==> src/rtl/i2c_txn_scheduler.sv <==
// Round-robin scheduler sharing one i2c_master between NUM_REQ requesters.
// Latches the winner's request, drives ena/busy, enforces bus-free gap and a per-transaction timeout.
module i2c_txn_scheduler #(
    parameter int NUM_REQ = 4,
    parameter int GAP_CYC = 16,
    parameter int TO_CYC  = 1024
) (
    input  logic                    I2C_clock,
    input  logic                    reset_n,
    input  logic [NUM_REQ-1:0]      req_i,
    input  logic [7*NUM_REQ-1:0]    req_addr_i,
    input  logic [NUM_REQ-1:0]      req_rw_i,
    input  logic [16*NUM_REQ-1:0]   req_data_i,
    output logic [NUM_REQ-1:0]      done_o,
    output logic [15:0]             rsp_data_o,
    output logic                    rsp_err_o,
    output logic                    m_ena_o,
    output logic [6:0]              m_addr_o,
    output logic                    m_rw_o,
    output logic [15:0]             m_data_wr_o,
    input  logic                    m_busy_i,
    input  logic [15:0]             m_data_rd_i,
    input  logic                    m_ack_error_i,
    output logic [1:0]              state_o
);

    localparam int IDXW = (NUM_REQ > 1) ? $clog2(NUM_REQ) : 1;
    localparam int GAPW = $clog2(GAP_CYC + 1);
    localparam int TOW  = $clog2(TO_CYC + 1);

    typedef enum logic [1:0] {S_IDLE, S_ISSUE, S_WAIT, S_DONE} state_t;

    state_t             state_q, state_d;
    logic [GAPW-1:0]    gap_q, gap_d;
    logic [TOW-1:0]     to_q, to_d;
    logic [IDXW-1:0]    rr_q, rr_d;
    logic [IDXW-1:0]    idx_q, idx_d;
    logic [6:0]         addr_q, addr_d;
    logic               rw_q, rw_d;
    logic [15:0]        wr_q, wr_d;
    logic               ena_q, ena_d;
    logic [NUM_REQ-1:0] done_q, done_d;
    logic [15:0]        rsp_data_q, rsp_data_d;
    logic               rsp_err_q, rsp_err_d;

    logic               win_found;
    logic [IDXW-1:0]    win_idx;
    logic [IDXW:0]      cand;
    logic [6:0]         win_addr;
    logic               win_rw;
    logic [15:0]        win_data;
    logic               fin, fin_timeout;

    // Search upward from rr_q with wrap; first set request wins.
    always_comb begin
        win_found = 1'b0;
        win_idx   = '0;
        cand      = '0;
        for (int k = 0; k < NUM_REQ; k++) begin
            cand = {1'b0, rr_q} + (IDXW+1)'(k);
            if (cand >= (IDXW+1)'(NUM_REQ)) begin
                cand = cand - (IDXW+1)'(NUM_REQ);
            end
            if (!win_found && req_i[cand[IDXW-1:0]]) begin
                win_found = 1'b1;
                win_idx   = cand[IDXW-1:0];
            end
        end
        win_addr = '0;
        win_rw   = 1'b0;
        win_data = '0;
        for (int i = 0; i < NUM_REQ; i++) begin
            if (win_idx == IDXW'(i)) begin
                win_addr = req_addr_i[7*i +: 7];
                win_rw   = req_rw_i[i];
                win_data = req_data_i[16*i +: 16];
            end
        end
    end

    always_comb begin
        state_d     = state_q;
        gap_d       = gap_q;
        to_d        = to_q;
        rr_d        = rr_q;
        idx_d       = idx_q;
        addr_d      = addr_q;
        rw_d        = rw_q;
        wr_d        = wr_q;
        ena_d       = 1'b0;
        done_d      = '0;
        rsp_data_d  = rsp_data_q;
        rsp_err_d   = rsp_err_q;
        fin         = 1'b0;
        fin_timeout = 1'b0;
        case (state_q)
            S_IDLE: begin
                if (gap_q != GAPW'(GAP_CYC)) begin
                    gap_d = gap_q + 1'b1;
                end
                if (gap_q == GAPW'(GAP_CYC) && !m_busy_i && win_found) begin
                    state_d = S_ISSUE;
                    idx_d   = win_idx;
                    addr_d  = win_addr;
                    rw_d    = win_rw;
                    wr_d    = win_data;
                    to_d    = '0;
                    ena_d   = 1'b1;
                end
            end
            S_ISSUE: begin
                to_d  = to_q + 1'b1;
                ena_d = 1'b1;
                if (to_q == TOW'(TO_CYC - 1)) begin
                    ena_d       = 1'b0;
                    state_d     = S_DONE;
                    fin         = 1'b1;
                    fin_timeout = 1'b1;
                end else if (m_busy_i) begin
                    ena_d   = 1'b0;
                    state_d = S_WAIT;
                end
            end
            S_WAIT: begin
                to_d = to_q + 1'b1;
                if (to_q == TOW'(TO_CYC - 1)) begin
                    state_d     = S_DONE;
                    gap_d       = '0;
                    fin         = 1'b1;
                    fin_timeout = 1'b1;
                end else if (!m_busy_i) begin
                    state_d = S_DONE;
                    gap_d   = '0;
                    fin     = 1'b1;
                end
            end
            S_DONE: begin
                state_d = S_IDLE;
                rr_d    = (idx_q == IDXW'(NUM_REQ - 1)) ? '0 : idx_q + 1'b1;
            end
            default: state_d = S_IDLE;
        endcase
        // done and response are registered on entry to DONE so they line up with that state.
        if (fin) begin
            for (int i = 0; i < NUM_REQ; i++) begin
                done_d[i] = (idx_q == IDXW'(i));
            end
            rsp_data_d = fin_timeout ? 16'h0000 : m_data_rd_i;
            rsp_err_d  = fin_timeout ? 1'b1 : m_ack_error_i;
        end
    end

    always_ff @(posedge I2C_clock or negedge reset_n) begin
        if (!reset_n) begin
            state_q    <= S_IDLE;
            gap_q      <= GAPW'(GAP_CYC);
            to_q       <= '0;
            rr_q       <= '0;
            idx_q      <= '0;
            addr_q     <= '0;
            rw_q       <= 1'b0;
            wr_q       <= '0;
            ena_q      <= 1'b0;
            done_q     <= '0;
            rsp_data_q <= '0;
            rsp_err_q  <= 1'b0;
        end else begin
            state_q    <= state_d;
            gap_q      <= gap_d;
            to_q       <= to_d;
            rr_q       <= rr_d;
            idx_q      <= idx_d;
            addr_q     <= addr_d;
            rw_q       <= rw_d;
            wr_q       <= wr_d;
            ena_q      <= ena_d;
            done_q     <= done_d;
            rsp_data_q <= rsp_data_d;
            rsp_err_q  <= rsp_err_d;
        end
    end

    assign done_o      = done_q;
    assign rsp_data_o  = rsp_data_q;
    assign rsp_err_o   = rsp_err_q;
    assign m_ena_o     = ena_q;
    assign m_addr_o    = addr_q;
    assign m_rw_o      = rw_q;
    assign m_data_wr_o = wr_q;
    assign state_o     = state_q;

endmodule

==> config.mk <==
export PLATFORM = sky130hd
export DESIGN_NAME = i2c_txn_scheduler
export DESIGN_NICKNAME = d
export VERILOG_FILES = /design/src/rtl/i2c_txn_scheduler.sv
export SDC_FILE = /design/constraint.sdc
export NUM_CORES = 1
export LEC_CHECK = 0
export ABC_AREA = 0
export CORE_MARGIN = 2
export CORE_UTILIZATION = 38
export CTS_CLUSTER_DIAMETER = 200
export DETAILED_ROUTE_END_ITERATION = 7
export PLACE_DENSITY = 0.76
export SLEW_MARGIN = 20
export SYNTH_ARGS = -nofsm -noshare
export SYNTH_HDL_FRONTEND = slang
export SYNTH_SLANG_ARGS = --single-unit
export TNS_END_PERCENT = 100
==> constraint.sdc <==
create_clock -name I2C_clock -period 2 [get_ports I2C_clock]
set_clock_uncertainty 0.1 [all_clocks]
set_input_delay 0.4 -clock I2C_clock [delete_from_list [all_inputs] [get_ports I2C_clock]]
set_output_delay 0.4 -clock I2C_clock [all_outputs]
set_load 0.02 [all_outputs]
# --- After elaboration in Yosys (flattened, before gate mapping) ---
# Cells that the tools add are included.
# W data, S select, Z words.
word_totals:
  output_inout_bits: 48
  reg_bits: 68
  input_bits: 120
  word_cells: 121
classes:
  muxes: 56
  reduce_logical: 19
  n_eq_ne: 16
  addsub: 10
  magnitude_cmp: 8
op_table:
  columns: ["cell", "count"]
  rows:
  - ["$mux W16", 5]
  - ["$mux W2", 14]
  - ["$mux W7", 4]
  - ["$pmux W11 S2", 1]
  - ["$mux W1", 19]
  - ["$mux W5", 3]
  - ["$eq A2 B2 Y1 const B", 6]
  - ["$lt A2 B3 Y1 const B", 4]
  - ["$add A11 B1 Y11 const B", 1]
  - ["$eq A11 B10 Y1 const B", 1]
  - ["$mux W11", 1]
  - ["$pmux W5 S2", 1]
  - ["$ge A3 B3 Y1 const B", 3]
  - ["$bmux W1 S2", 4]
  - ["$pmux W2 S4", 1]
  - ["$sub A2 B1 Y2 const B", 4]
  - ["$add A2 B2 Y3 const B", 2]
  - ["$eq A2 B1 Y1 const B", 3]
  - ["$logic_not A2 Y1", 3]
  - ["$ne A3 B3 Y1 const B", 2]
  - ["$reduce_and A3 Y1", 2]
  - ["$add A5 B1 Y5 const B", 1]
  - ["$eq A5 B5 Y1 const B", 1]
  - ["$logic_and A1 B1 Y1", 5]
  - ["11 further kinds", 18]

# --- Depth between registers and ports, before layout ---
# Gate-level depths: netlist of the first run.
depth:
  word_depth: 19
  depth_mapped: 8
  mapped_depth_nobuf: 7

# --- Worst setup path after synthesis of the first run ---
# No wires, ideal clock.
synth_path:
  path_kind: "register to register"
  from: "register state_q[0], in the netlist state_o[0]"
  to: "register wr_q[10], in the netlist m_data_wr_o[10]"
  path_slack_ps: -210
  n_path_buf: 2
  arrival_time_ps: 1977
  period_less_slack_ps: 2210
  setup_ps: 133
  stages_incl_launch_ff: 9
  t_required_ps: 1767
  path_cell_list: "dfrtp_1 -> inv_1 -> ha_1 -> inv_2 -> or4_1 -> clkbuf_1 -> clkbuf_1 -> nand2_1 -> o221ai_2"
synth_between:
  elab_chain_cells: 2
synth_lines:
  columns: ["item", "line", "rtl"]
  rows:
  - ["from (decl)", "33", "state_t state_q, state_d;"]
  - ["from (signal assigned)", "168", "state_q <= state_d;"]
  - ["$logic_not A2 Y1", "96", "case (state_q)"]
  - ["$reduce_and A2 Y1 (no source line)", null, null]
  - ["to (signal assigned)", "175", "wr_q <= wr_d;"]
  - ["to (decl)", "40", "logic [15:0] wr_q, wr_d;"]
# No other way between the ends.
# A chain may end at the register's enable or synchronous reset.

# --- Worst setup path in the final report of the first run ---
layout_path:
  from: "register gap_q[0]"
  to: "register addr_q[6], in the netlist m_addr_o[6]"
layout_between:
  elab_chain_cells: 4
layout_lines:
  columns: ["item", "line", "rtl"]
  rows:
  - ["from (decl)", "34", "logic [GAPW-1:0] gap_q, gap_d;"]
  - ["from (signal assigned)", "156", "gap_q <= GAPW'(GAP_CYC);"]
  - ["from (signal assigned)", "169", "gap_q <= gap_d;"]
  - ["$eq A5 B5 Y1", "101", "if (gap_q == GAPW'(GAP_CYC) && !m_busy_i && win_found) begin"]
  - ["$logic_and A1 B1 Y1 (2 in a row)", "101", null]
  - ["$reduce_and A2 Y1 (no source line)", null, null]
  - ["to (signal assigned)", "173", "addr_q <= addr_d;"]
  - ["to (decl)", "38", "logic [6:0] addr_q, addr_d;"]
# No other way between the ends.

==> impl_metrics.yaml, run 1 <==
status:
  status: "finished, violations left"
  violations: "setup timing"
die:
  die_x_um: 102.9
  boundaryPins: 168
  placementRows: 36
  die_h_um: 102.9
  initial_utilization_pct: 38.59
  core_um2: 9639
  die_area_um2: 10600
setup_path:
  crit_cells: 7
  crit_required_ns: 2.16
  cpPeakStageDelay_ns: 0.46
  cp_num_buf_inv: 2
  cp_top_family: "simple AND/OR/NAND/NOR gates"
  r2r-start: "gap_q[0]$_DFFE_PN0P_"
  crit_type: "flop to flop"
  cp.arrival_ns: 2.19
  ff2ff_setup_slack_ns: -0.03
  rr_endpoint: "m_addr_o[6]$_DFFE_PN0P_"
  critPathSlowestCell: "or4_4"
  r2r_cells: 7
  crit_path_end_kind: "flop"
  worst_setup_path_start_kind: "flop"
  crit_chain: "inv_2 -> ha_4 -> nand4bb_4 -> or4_4 -> or2_4 -> buf_12 -> o221ai_2"
  cp_max_fo: 10
yosys:
  ys_ff_latch: 68
  ys_top_cells_by_area: "dfrtp_1 45%, mux2i_1 13%, o221ai_2 7.7%"
  ys_async_sr_fraction_pct: 100.0
  ys.flop_type: "dfrtp_1"
  seq_area_frac_synth_pct: 45.78
  synth_top_area_share_pct: 45.07
  avgSynthCellArea_um2: 11.14
  synth-edff-count: 0
  yosys.area.top_type: "dfrtp_1"
  synth_cell_types: 46
  syn_nets: 465
  netlist_instances: 334
  yosys_warnings: 0
  syn_area_um2: 3720
sta:
  finalHoldViolCount: 0
  setup_viol_count_final: 15
  rsz0062_at_grt: "yes"
  final_max_slew_viol_count: 0
  fin_crit_ns: 2.029
  worst_pin_slew_ns: 0.6064
  setup_ws_ns: -0.02887
  finalCritPeriodShare_pct: 101.4
  fmax_ghz: 0.4929
  max_slew_margin_pct: 59.44
min_path:
  hp-class: "flop to flop"
  hold_path_end: "m_data_wr_o[6]$_DFFE_PN0P_"
  hold_depth: 2
  holdCritStartpoint: "m_data_wr_o[6]$_DFFE_PN0P_"
route:
  firstDrtPassIters: 4
  vias: 3451
  drt_wl_total_um: 11380
  wl_per_cell_um: 16.59
  drt_iter0_drc: 109
  viasPerCell: 5.031
  drc: 0
  ant_nets: 0
placement:
  dpl.hpwl_um: 8469
  post-place-ws_ns: -0.4160
  io_buffer_count: 167
  gp_congestion: 0.8784
  dp_cells: 658
global_routing:
  grt_use_met2_pct: 36.21
  grt_max_degree: 49
  use_met3_pct: 5.085
  grt_antenna_before_repair: 0
  grt_pass1_wl_um: 16590
  overflow: 0
  grt_pass1_vias: 3362
  busiest_layer: "met2"
  gr-usage-met1_pct: 24.58
  grt_usage_pct: 20.30
clock_network:
  clk_path_buf_depth: 2
  cts_made_buffers: 9
  cts_root_buf: "clkbuf_8"
  tritoncts: "done"
  clkLatencyLatePin_ns: 0.34
  htree_levels: 3
  cts_num_sinks: 68
  clk_pin_slew_ns: 0.08
cells_and_area:
  multi_input_area_um2: 2031
  syn2layout_area_growth_pct: 70.80
  n_fill_cell: 775
  drive_gt1_share_pct: 23.15
  fin_nets: 679
  antenna_cells: 0
  regArea_um2: 1705
  finalNonFillerCells: 686
power_and_ir_drop:
  vdd_drop_max_uv: 883.1
  p_total_mw: 8.060
  p_per_area_nw_per_um2: 1269
  total_leakage_power_nw: 2.842
run:
  cap_viol_max_count: 0
[cells in the mapped netlist, types with 3 or more instances]
| master | number |
|---|---|
| o221ai_2 | 19 |
| xor2_1 | 5 |
| inv_1 | 15 |
| o221ai_1 | 5 |
| a22o_1 | 18 |
| nand4_1 | 4 |
| o21ai_0 | 14 |
| a21oi_1 | 8 |
| mux2i_1 | 50 |
| ha_1 | 11 |
| dfrtp_1 | 67 |
| nand2_1 | 40 |
| buf_2 | 10 |
| buf_6 | 3 |
| nor2_1 | 15 |
| nand3_1 | 6 |
| nor3_1 | 4 |
| nand2b_1 | 3 |
| clkbuf_1 | 5 |
[through the flow]
stage	setup TNS [ns]	cell area [µm²]	util [%]	hold slack, ns
finish	-0.1555	6354	65.91	0.3943
global route	-3.514	6354	65.91	0.4145
CTS	-0.06971	6117	63.46	0.3935
detailed placement	-17.33	5858	60.77	0.2399
global placement	-14.43	5858	60.77	0.2433
floorplan	-0.9184	3747	-	0.004409
[worst max path at each step]
stage	from	end
2_1_floorplan	state_o[1]$_DFFE_PN0P_	m_data_wr_o[10]$_DFFE_PN0P_
3_3_place_gp	req_i[2]	to_q[3]$_DFFE_PN0P_
3_5_place_dp	req_i[0]	m_addr_o[6]$_DFFE_PN0P_
4_1_cts	gap_q[0]$_DFFE_PN0P_	m_addr_o[6]$_DFFE_PN0P_
5_1_grt	to_q[1]$_DFFE_PN0P_	rsp_data_o[3]$_DFFE_PN0P_
6_report	gap_q[0]$_DFFE_PN0P_	m_addr_o[6]$_DFFE_PN0P_
[power by group]
group | internal (mW) | switching, mW | total (mW)
combinational | 2.43 | 2.21 | 4.64
sequential | 1.92 | 0.343 | 2.26
clock | 0.607 | 0.551 | 1.16
total | 4.95 | 3.11 | 8.06
[sequential cells by signal (all words and copies together) (netlist names)]
name and cells:
m_addr_o 7, gap_q 5, rr_q 2, m_rw_o 1
idx_q 2, rsp_data_o 16, to_q 11, state_o 2
rsp_err_o 1, m_ena_o 1, done_o 4, m_data_wr_o 16
[what timing repair did]
action	in CTS	in global routing
endpoints found under the hold margin	13	0
gates resized for setup	12	27
gates cloned	0	3
pin swaps	3	7
hold buffers	1	0
setup endpoints to repair	50	57
buffers inserted	2	6
[worst min-delay path, cell delays in order (launching register included)]
cell      delay, ns
dfrtp_1        0.34
nand2_1        0.06
o221ai_2       0.06
[per-layer routing]
layer | up-vias | part of all wire [%]
li1 | 1657 | -
met1 | 1675 | 40
met2 | 109 | 52
met3 | 10 | 6.6
met4 | 0 | 0.82
met5 | - | 0
[cell usage in the layout (no fill, tap or decap), drive strengths merged, types with 5 or more instances in the layout]
cell	count
clkdlybuf4s50	162
dfrtp	67
buf	53
mux2i	50
nand2	40
o221ai	24
a22o	18
inv	16
nor2	15
o21ai	14
clkbuf	12
ha	11
a21oi	8
nand3	7
xor2	5
[kinds of logic (layout without fill, tap and decap cells)]
logic type	count (synthesis)	after routing	synth area share, %
multiplexers	52	52	14.06
buffers and inverters	35	254	4.574
adder cells (fa/ha/maj)	11	11	3.700
XOR/XNOR	5	5	1.177
flip-flops	68	68	45.78
AND/OR/NAND/NOR	88	88	12.04
AO/OA/AOI/OAI	75	75	18.67
[final cells by class]
type	instances	area share [%]
clock buffer	10	2.166
clock inverter	6	1.004
inverter	16	0.9453
multi-input combinational	231	31.96
sequential	68	26.84
tap	133	2.619
timing repair buffer	222	34.46
No activity file was read; power rests on OpenSTA's default activity.
==> run 2: changes to the inputs <==
- CORE_UTILIZATION: 38 -> 42
- HOLD_SLACK_MARGIN: default -> 0.05
- PLACE_DENSITY: 0.76 -> 0.8
- clock period: 2 -> 2.2 ns (I/O delays scaled with it)
==> run 2 against run 1 <==
Against the previous run: the flow now finishes without violations; final cell count decreased by 7.3%; setup slack improved by 0.12 ns; register-to-register slack improved by 0.13 ns; worst hold slack got worse by 0.0038 ns; flip-flop and latch count unchanged; sequential share of layout area increased by 1.8 points; via count decreased by 2.1%; die area decreased by 9.2%; highest routed layer unchanged.
==> impl_metrics.yaml, run 2 (synthesis gave the netlist of run 1 again) <==
power_and_ir_drop:
  vdd_drop_max_uv: 683.8
  p_per_area_nw_per_um2: 1134
  total_leakage_power_nw: 2.673
route:
  wl_per_cell_um: 17.17
  drt_iter0_drc: 147
  wl_met2_um: 5736
  dr_wl_met3_um: 536
  wl_met1_um: 4446
  top_layer_used: "met4"
  ant_nets: 0
  firstDrtPassIters: 4
  vias: 3379
  drc: 0
  viasPerCell: 5.313
  drt_wl_total_um: 10920
die:
  die_area_um2: 9626
  placementRows: 34
  die_h_um: 98.11
  core_um2: 8636
  die_x_um: 98.11
  boundaryPins: 168
  initial_utilization_pct: 43.07
run:
  cap_viol_max_count: 0
status:
  status: "finished, final reports clean"
sta:
  worst_pin_slew_ns: 0.6327
  setup_ws_ns: 0.09089
  rsz0062_at_grt: "no"
  max_slew_margin_pct: 57.68
  final_max_slew_viol_count: 0
  fmax_ghz: 0.4741
  finalCritPeriodShare_pct: 95.87
  setup_tns_ns: 0
  finalHoldViolCount: 0
  setup_viol_count_final: 0
  fin_crit_ns: 2.109
global_routing:
  grt_pass1_wl_um: 17800
  overflow: 0
  grt_antenna_before_repair: 0
  grt_usage_pct: 23.00
  grt_pass1_vias: 3470
  grt_max_degree: 28
setup_path:
  ff2ff_setup_slack_ns: 0.10
  crit_path_end_kind: "flop"
  cp_num_buf_inv: 5
  cp_top_family: "buffers and inverters"
  crit_required_ns: 2.31
  cpMostUsedCell: "buf_4"
  cpPeakStageDelay_ns: 0.51
  cp_max_fo: 26
  crit_chain: "clkdlybuf4s50_1 -> buf_4 -> inv_1 -> a221oi_1 -> buf_4 -> o22ai_4 -> buf_12 -> mux2i_1 -> o221ai_2"
  crit_type: "primary input to flop"
  worst_setup_path_start_kind: "primary input"
  cp.arrival_ns: 2.22
  critPathSlowestCell: "clkdlybuf4s50_1"
cells_and_area:
  antenna_cells: 0
  drive_gt1_share_pct: 14.77
  final_cell_area_um2: 5944
  finalNonFillerCells: 636
  n_fill_cell: 667
  syn2layout_area_growth_pct: 59.80
  utilization_pct: 68.84
  fin_nets: 655
  final_cell_mix: "166 x clkdlybuf4s50_1, 67 x dfrtp_1, 50 x mux2i_1"
  final_common_cell: "clkdlybuf4s50_1"
clock_network:
  tritoncts: "done"
  cts_made_buffers: 9
  clk_pin_slew_ns: 0.08
  clk_path_buf_depth: 2
  clkLatencyLatePin_ns: 0.34
  cts_num_sinks: 68
  htree_levels: 3
  cts_setup_buffers: 0
  cts_root_buf: "clkbuf_8"
placement:
  dpl.hpwl_um: 8440
  place_area_um2: 5724
  post-place-ws_ns: -0.2485
  dp_cells: 620
  io_buffer_count: 167
  gp_congestion: 0.8747
min_path:
  hp-class: "flop to flop"
## run 2: routing by layer
metal / vias up / global-route usage [%]
met5: - / 0
met4: 0 / 6.303
met3: 19 / 6.013
met2: 100 / 40.25
met1: 1652 / 28.10
li1: 1608 / -
## run 2: worst register-to-register path: cells and delay by family, from the launching register on
| family | cells | cell delay (ns) |
|---|---|---|
| compound gates | 1 | 0.21 |
| fa+ha+maj | 1 | 0.20 |
| buf+inv | 3 | 0.35 |
| flops | 1 | 0.38 |
| simple gates | 2 | 0.78 |
## run 2: path summary, 6_finish.rpt
| path | start | to | cells past startpoint |
|---|---|---|---|
| max | req_i[3] | m_data_wr_o[15]$_DFFE_PN0P_ | 9 |
| min | m_data_wr_o[8]$_DFFE_PN0P_ | m_data_wr_o[8]$_DFFE_PN0P_ | 2 |
| max reg2reg | state_o[1]$_DFFE_PN0P_ | m_addr_o[6]$_DFFE_PN0P_ | 7 |
| min reg2reg | m_data_wr_o[8]$_DFFE_PN0P_ | m_data_wr_o[8]$_DFFE_PN0P_ | 2 |
| max in group asynchronous | reset_n | gap_q[4]$_DFFE_PN1P_ | 3 |
| min in group asynchronous | reset_n | rsp_data_o[5]$_DFFE_PN0P_ | 2 |
## run 2: through the flow
stage          power, mW  hold WS (ns)
2_1_floorplan      4.130       0.04441
3_5_place_dp       5.743        0.3465
3_3_place_gp       5.618        0.3419
6_report           6.740        0.3905
5_1_grt            7.187        0.4239
4_1_cts            6.790        0.3960
## run 2: repair_timing
item / 4_1_cts / 5_1_grt
endpoints found under the setup margin: 0 / 15
gates resized for setup: 0 / 4
endpoints found under the hold margin: 18 / 0
hold buffers: 1 / 0
## run 2: final cells by class
type                    instances  area [µm²]  share of cell area, %
repair buffers                198        1977                  33.26
multi-input cells             231        1878                  31.59
flip-flops and latches         68        1703                  28.65
clock buffers                  11       141.4                  2.378
well taps                     108       135.1                  2.273
inverters                      16       60.06                  1.010
clock inverters                 4       50.05                 0.8419
## run 2: report_power, final
part / total (mW) / internal [mW] / switching (mW)
clock: 1.01 / 0.547 / 0.463
combinational: 3.67 / 1.87 / 1.80
sequential: 2.06 / 1.74 / 0.319
total: 6.74 / 4.15 / 2.59
==> run 3: changes to the inputs <==
--- a/config.mk
+++ b/config.mk
@@ -13,4 +13,5 @@
 export HOLD_SLACK_MARGIN = 0.05
 export PLACE_DENSITY = 0.8
+export REMOVE_ABC_BUFFERS = 1
 export SLEW_MARGIN = 20
 export SYNTH_ARGS = -nofsm -noshare
==> constraint.sdc (replaced) <==
create_clock -name I2C_clock -period 2.2 [get_ports I2C_clock]
set_clock_uncertainty 0.1 [all_clocks]
set_input_delay 0.33 -clock I2C_clock [delete_from_list [all_inputs] [get_ports I2C_clock]]
set_output_delay 0.33 -clock I2C_clock [all_outputs]
set_load 0.02 [all_outputs]
==> run 3 against run 2 <==
Against the previous run: setup slack lost 0.029 ns; utilization grew 1.0 points; flip-flop and latch count is the same; critical endpoint is now m_addr_o[6]$_DFFE_PN0P_; final cell count grew 0.16%; routed wire length grew 4.6%; design area grew 1.5%; critical path depth shrank 2; global-route usage grew 0.69 points; sequential share of layout area shrank 0.40 points; worst hold slack is essentially flat.
==> impl_metrics.yaml, run 3 (synthesis gave the netlist of run 1 again) <==
status:
  status: "finished, final reports clean"
clock_network:
  cts_root_buf: "clkbuf_8"
  clk_path_buf_depth: 2
  tritoncts: "done"
  clk_pin_slew_ns: 0.07
  clkLatencyLatePin_ns: 0.34
  cts_num_sinks: 68
  htree_levels: 3
  cts_made_buffers: 9
die:
  die_x_um: 98.11
  die_h_um: 98.11
  boundaryPins: 168
  placementRows: 34
  die_area_um2: 9626
  core_um2: 8636
  initial_utilization_pct: 43.07
placement:
  io_buffer_count: 167
  place_area_um2: 5697
  gp_congestion: 0.8617
  dpl.hpwl_um: 8539
  post-place-ws_ns: -0.2742
min_path:
  holdCritStartpoint: "m_addr_o[4]$_DFFE_PN0P_"
  hold_depth: 2
  hp-class: "flop to flop"
  hold_path_end: "m_addr_o[4]$_DFFE_PN0P_"
cells_and_area:
  final_cell_mix: "166 x clkdlybuf4s50_1, 66 x dfrtp_1, 50 x mux2i_1"
  final_common_cell: "clkdlybuf4s50_1"
  drive_gt1_share_pct: 16.10
  final_cell_area_um2: 6033
  syn2layout_area_growth_pct: 62.19
  n_fill_cell: 656
  fin_nets: 654
setup_path:
  critPathSlowestCell: "or4_4"
  cp_max_fo: 24
  crit_type: "flop to flop"
  r2r_cells: 7
  rr_endpoint: "m_addr_o[6]$_DFFE_PN0P_"
  worst_setup_path_start_kind: "flop"
  cp.arrival_ns: 2.29
  cpPeakStageDelay_ns: 0.46
  crit_path_end_kind: "flop"
  r2r-start: "gap_q[1]$_DFFE_PN0P_"
  ff2ff_setup_slack_ns: 0.06
  crit_chain: "inv_1 -> ha_2 -> nand4bb_4 -> or4_4 -> or2_4 -> buf_12 -> o221ai_2"
  crit_required_ns: 2.35
power_and_ir_drop:
  vdd_drop_max_uv: 762.4
  p_per_area_nw_per_um2: 1176
  total_leakage_power_nw: 2.709
route:
  vias: 3412
  viasPerCell: 5.356
  firstDrtPassIters: 4
  drt_wl_total_um: 11430
  drt_iter0_drc: 133
  ant_nets: 0
  wl_per_cell_um: 17.94
  drc: 0
global_routing:
  overflow: 0
  grt_pass1_vias: 3597
  grt_max_degree: 48
  grt_pass1_wl_um: 18320
  grt_usage_pct: 23.69
  grt_antenna_before_repair: 1
sta:
  hold-worst-slack_ns: 0.3901
  final_max_slew_viol_count: 0
  setup_viol_count_final: 0
  fmax_ghz: 0.4677
  fin_crit_ns: 2.138
  finalCritPeriodShare_pct: 97.19
  worst_pin_slew_ns: 0.6352
  max_slew_margin_pct: 57.52
  finalHoldViolCount: 0
  setup_ws_ns: 0.06192
run:
  cap_viol_max_count: 0
[run 3: how the worst max path moves through the flow]
stage | start | to | slack, ns | cells past startpoint
3_3_place_gp | req_i[2] | to_q[3]$_DFFE_PN0P_ | -0.20 | 8
2_1_floorplan | rr_q[0]$_DFFE_PN0N_ | m_addr_o[0]$_DFFE_PN0P_ | -0.89 | 5
4_1_cts | gap_q[0]$_DFFE_PN0P_ | m_addr_o[6]$_DFFE_PN0P_ | 0.01 | 7
5_1_grt | to_q[0]$_DFFE_PN0P_ | rsp_data_o[2]$_DFFE_PN0P_ | -0.01 | 7
3_5_place_dp | req_i[2] | m_data_wr_o[9]$_DFFE_PN0P_ | -0.27 | 7
6_report | gap_q[1]$_DFFE_PN0P_ | m_addr_o[6]$_DFFE_PN0P_ | 0.06 | 7
[run 3: layout make-up]
cell class | count | area [µm²] | area share [%]
Timing Repair Buffer | 197 | 1961 | 32.50
Multi-Input combinational cell | 231 | 1912 | 31.69
Sequential cell | 68 | 1704 | 28.25
Clock buffer | 11 | 151.4 | 2.509
Tap cell | 108 | 135.1 | 2.240
Clock inverter | 5 | 107.6 | 1.783
Inverter | 16 | 60.06 | 0.9954
Antenna cell | 1 | 2.502 | 0.04148
[run 3: timing repair]
item                                    4_1_cts  5_1_grt
setup buffers                                 0        1
pin swaps                                     0        1
hold buffers                                  1        0
endpoints found under the hold margin        20        0
resized for setup                             1       11
endpoints found under the setup margin        1       37
[run 3: stage by stage]
stage / power [mW] / util, % / cells / TNS, ns
2_1_floorplan: 4.135 / - / 315 / -26.49
3_3_place_gp: 5.599 / 65.97 / 618 / -3.311
3_5_place_dp: 5.721 / 65.97 / 618 / -6.587
4_1_cts: 7.070 / 69.12 / 635 / 0
5_1_grt: 7.536 / 69.86 / 637 / -0.04675
6_report: 7.097 / 69.86 / 637 / 0
[run 3: where the power goes]
group / leakage, nW / total, mW / switching [mW] / internal, mW
Clock: 0.130 / 1.32 / 0.497 / 0.819
Sequential: 0.862 / 2.06 / 0.323 / 1.74
Combinational: 1.72 / 3.72 / 1.85 / 1.86
Total: 2.71 / 7.10 / 2.67 / 4.42
[run 3: critical path: cells and delay by family (launching register included)]
kind | cells | cell delay [ns]
AOI/OAI and AO/OA | 1 | 0.21
adders and majority gates | 1 | 0.18
buffers and inverters | 2 | 0.24
DFF | 1 | 0.41
and+or+nand+nor | 3 | 0.89
[run 3: layer usage]
metal | share of wire, % | track usage (%)
met5 | 0 | 0
met4 | 2.1 | 7.799
met3 | 5.8 | 4.724
met2 | 50 | 40.99
met1 | 42 | 29.74
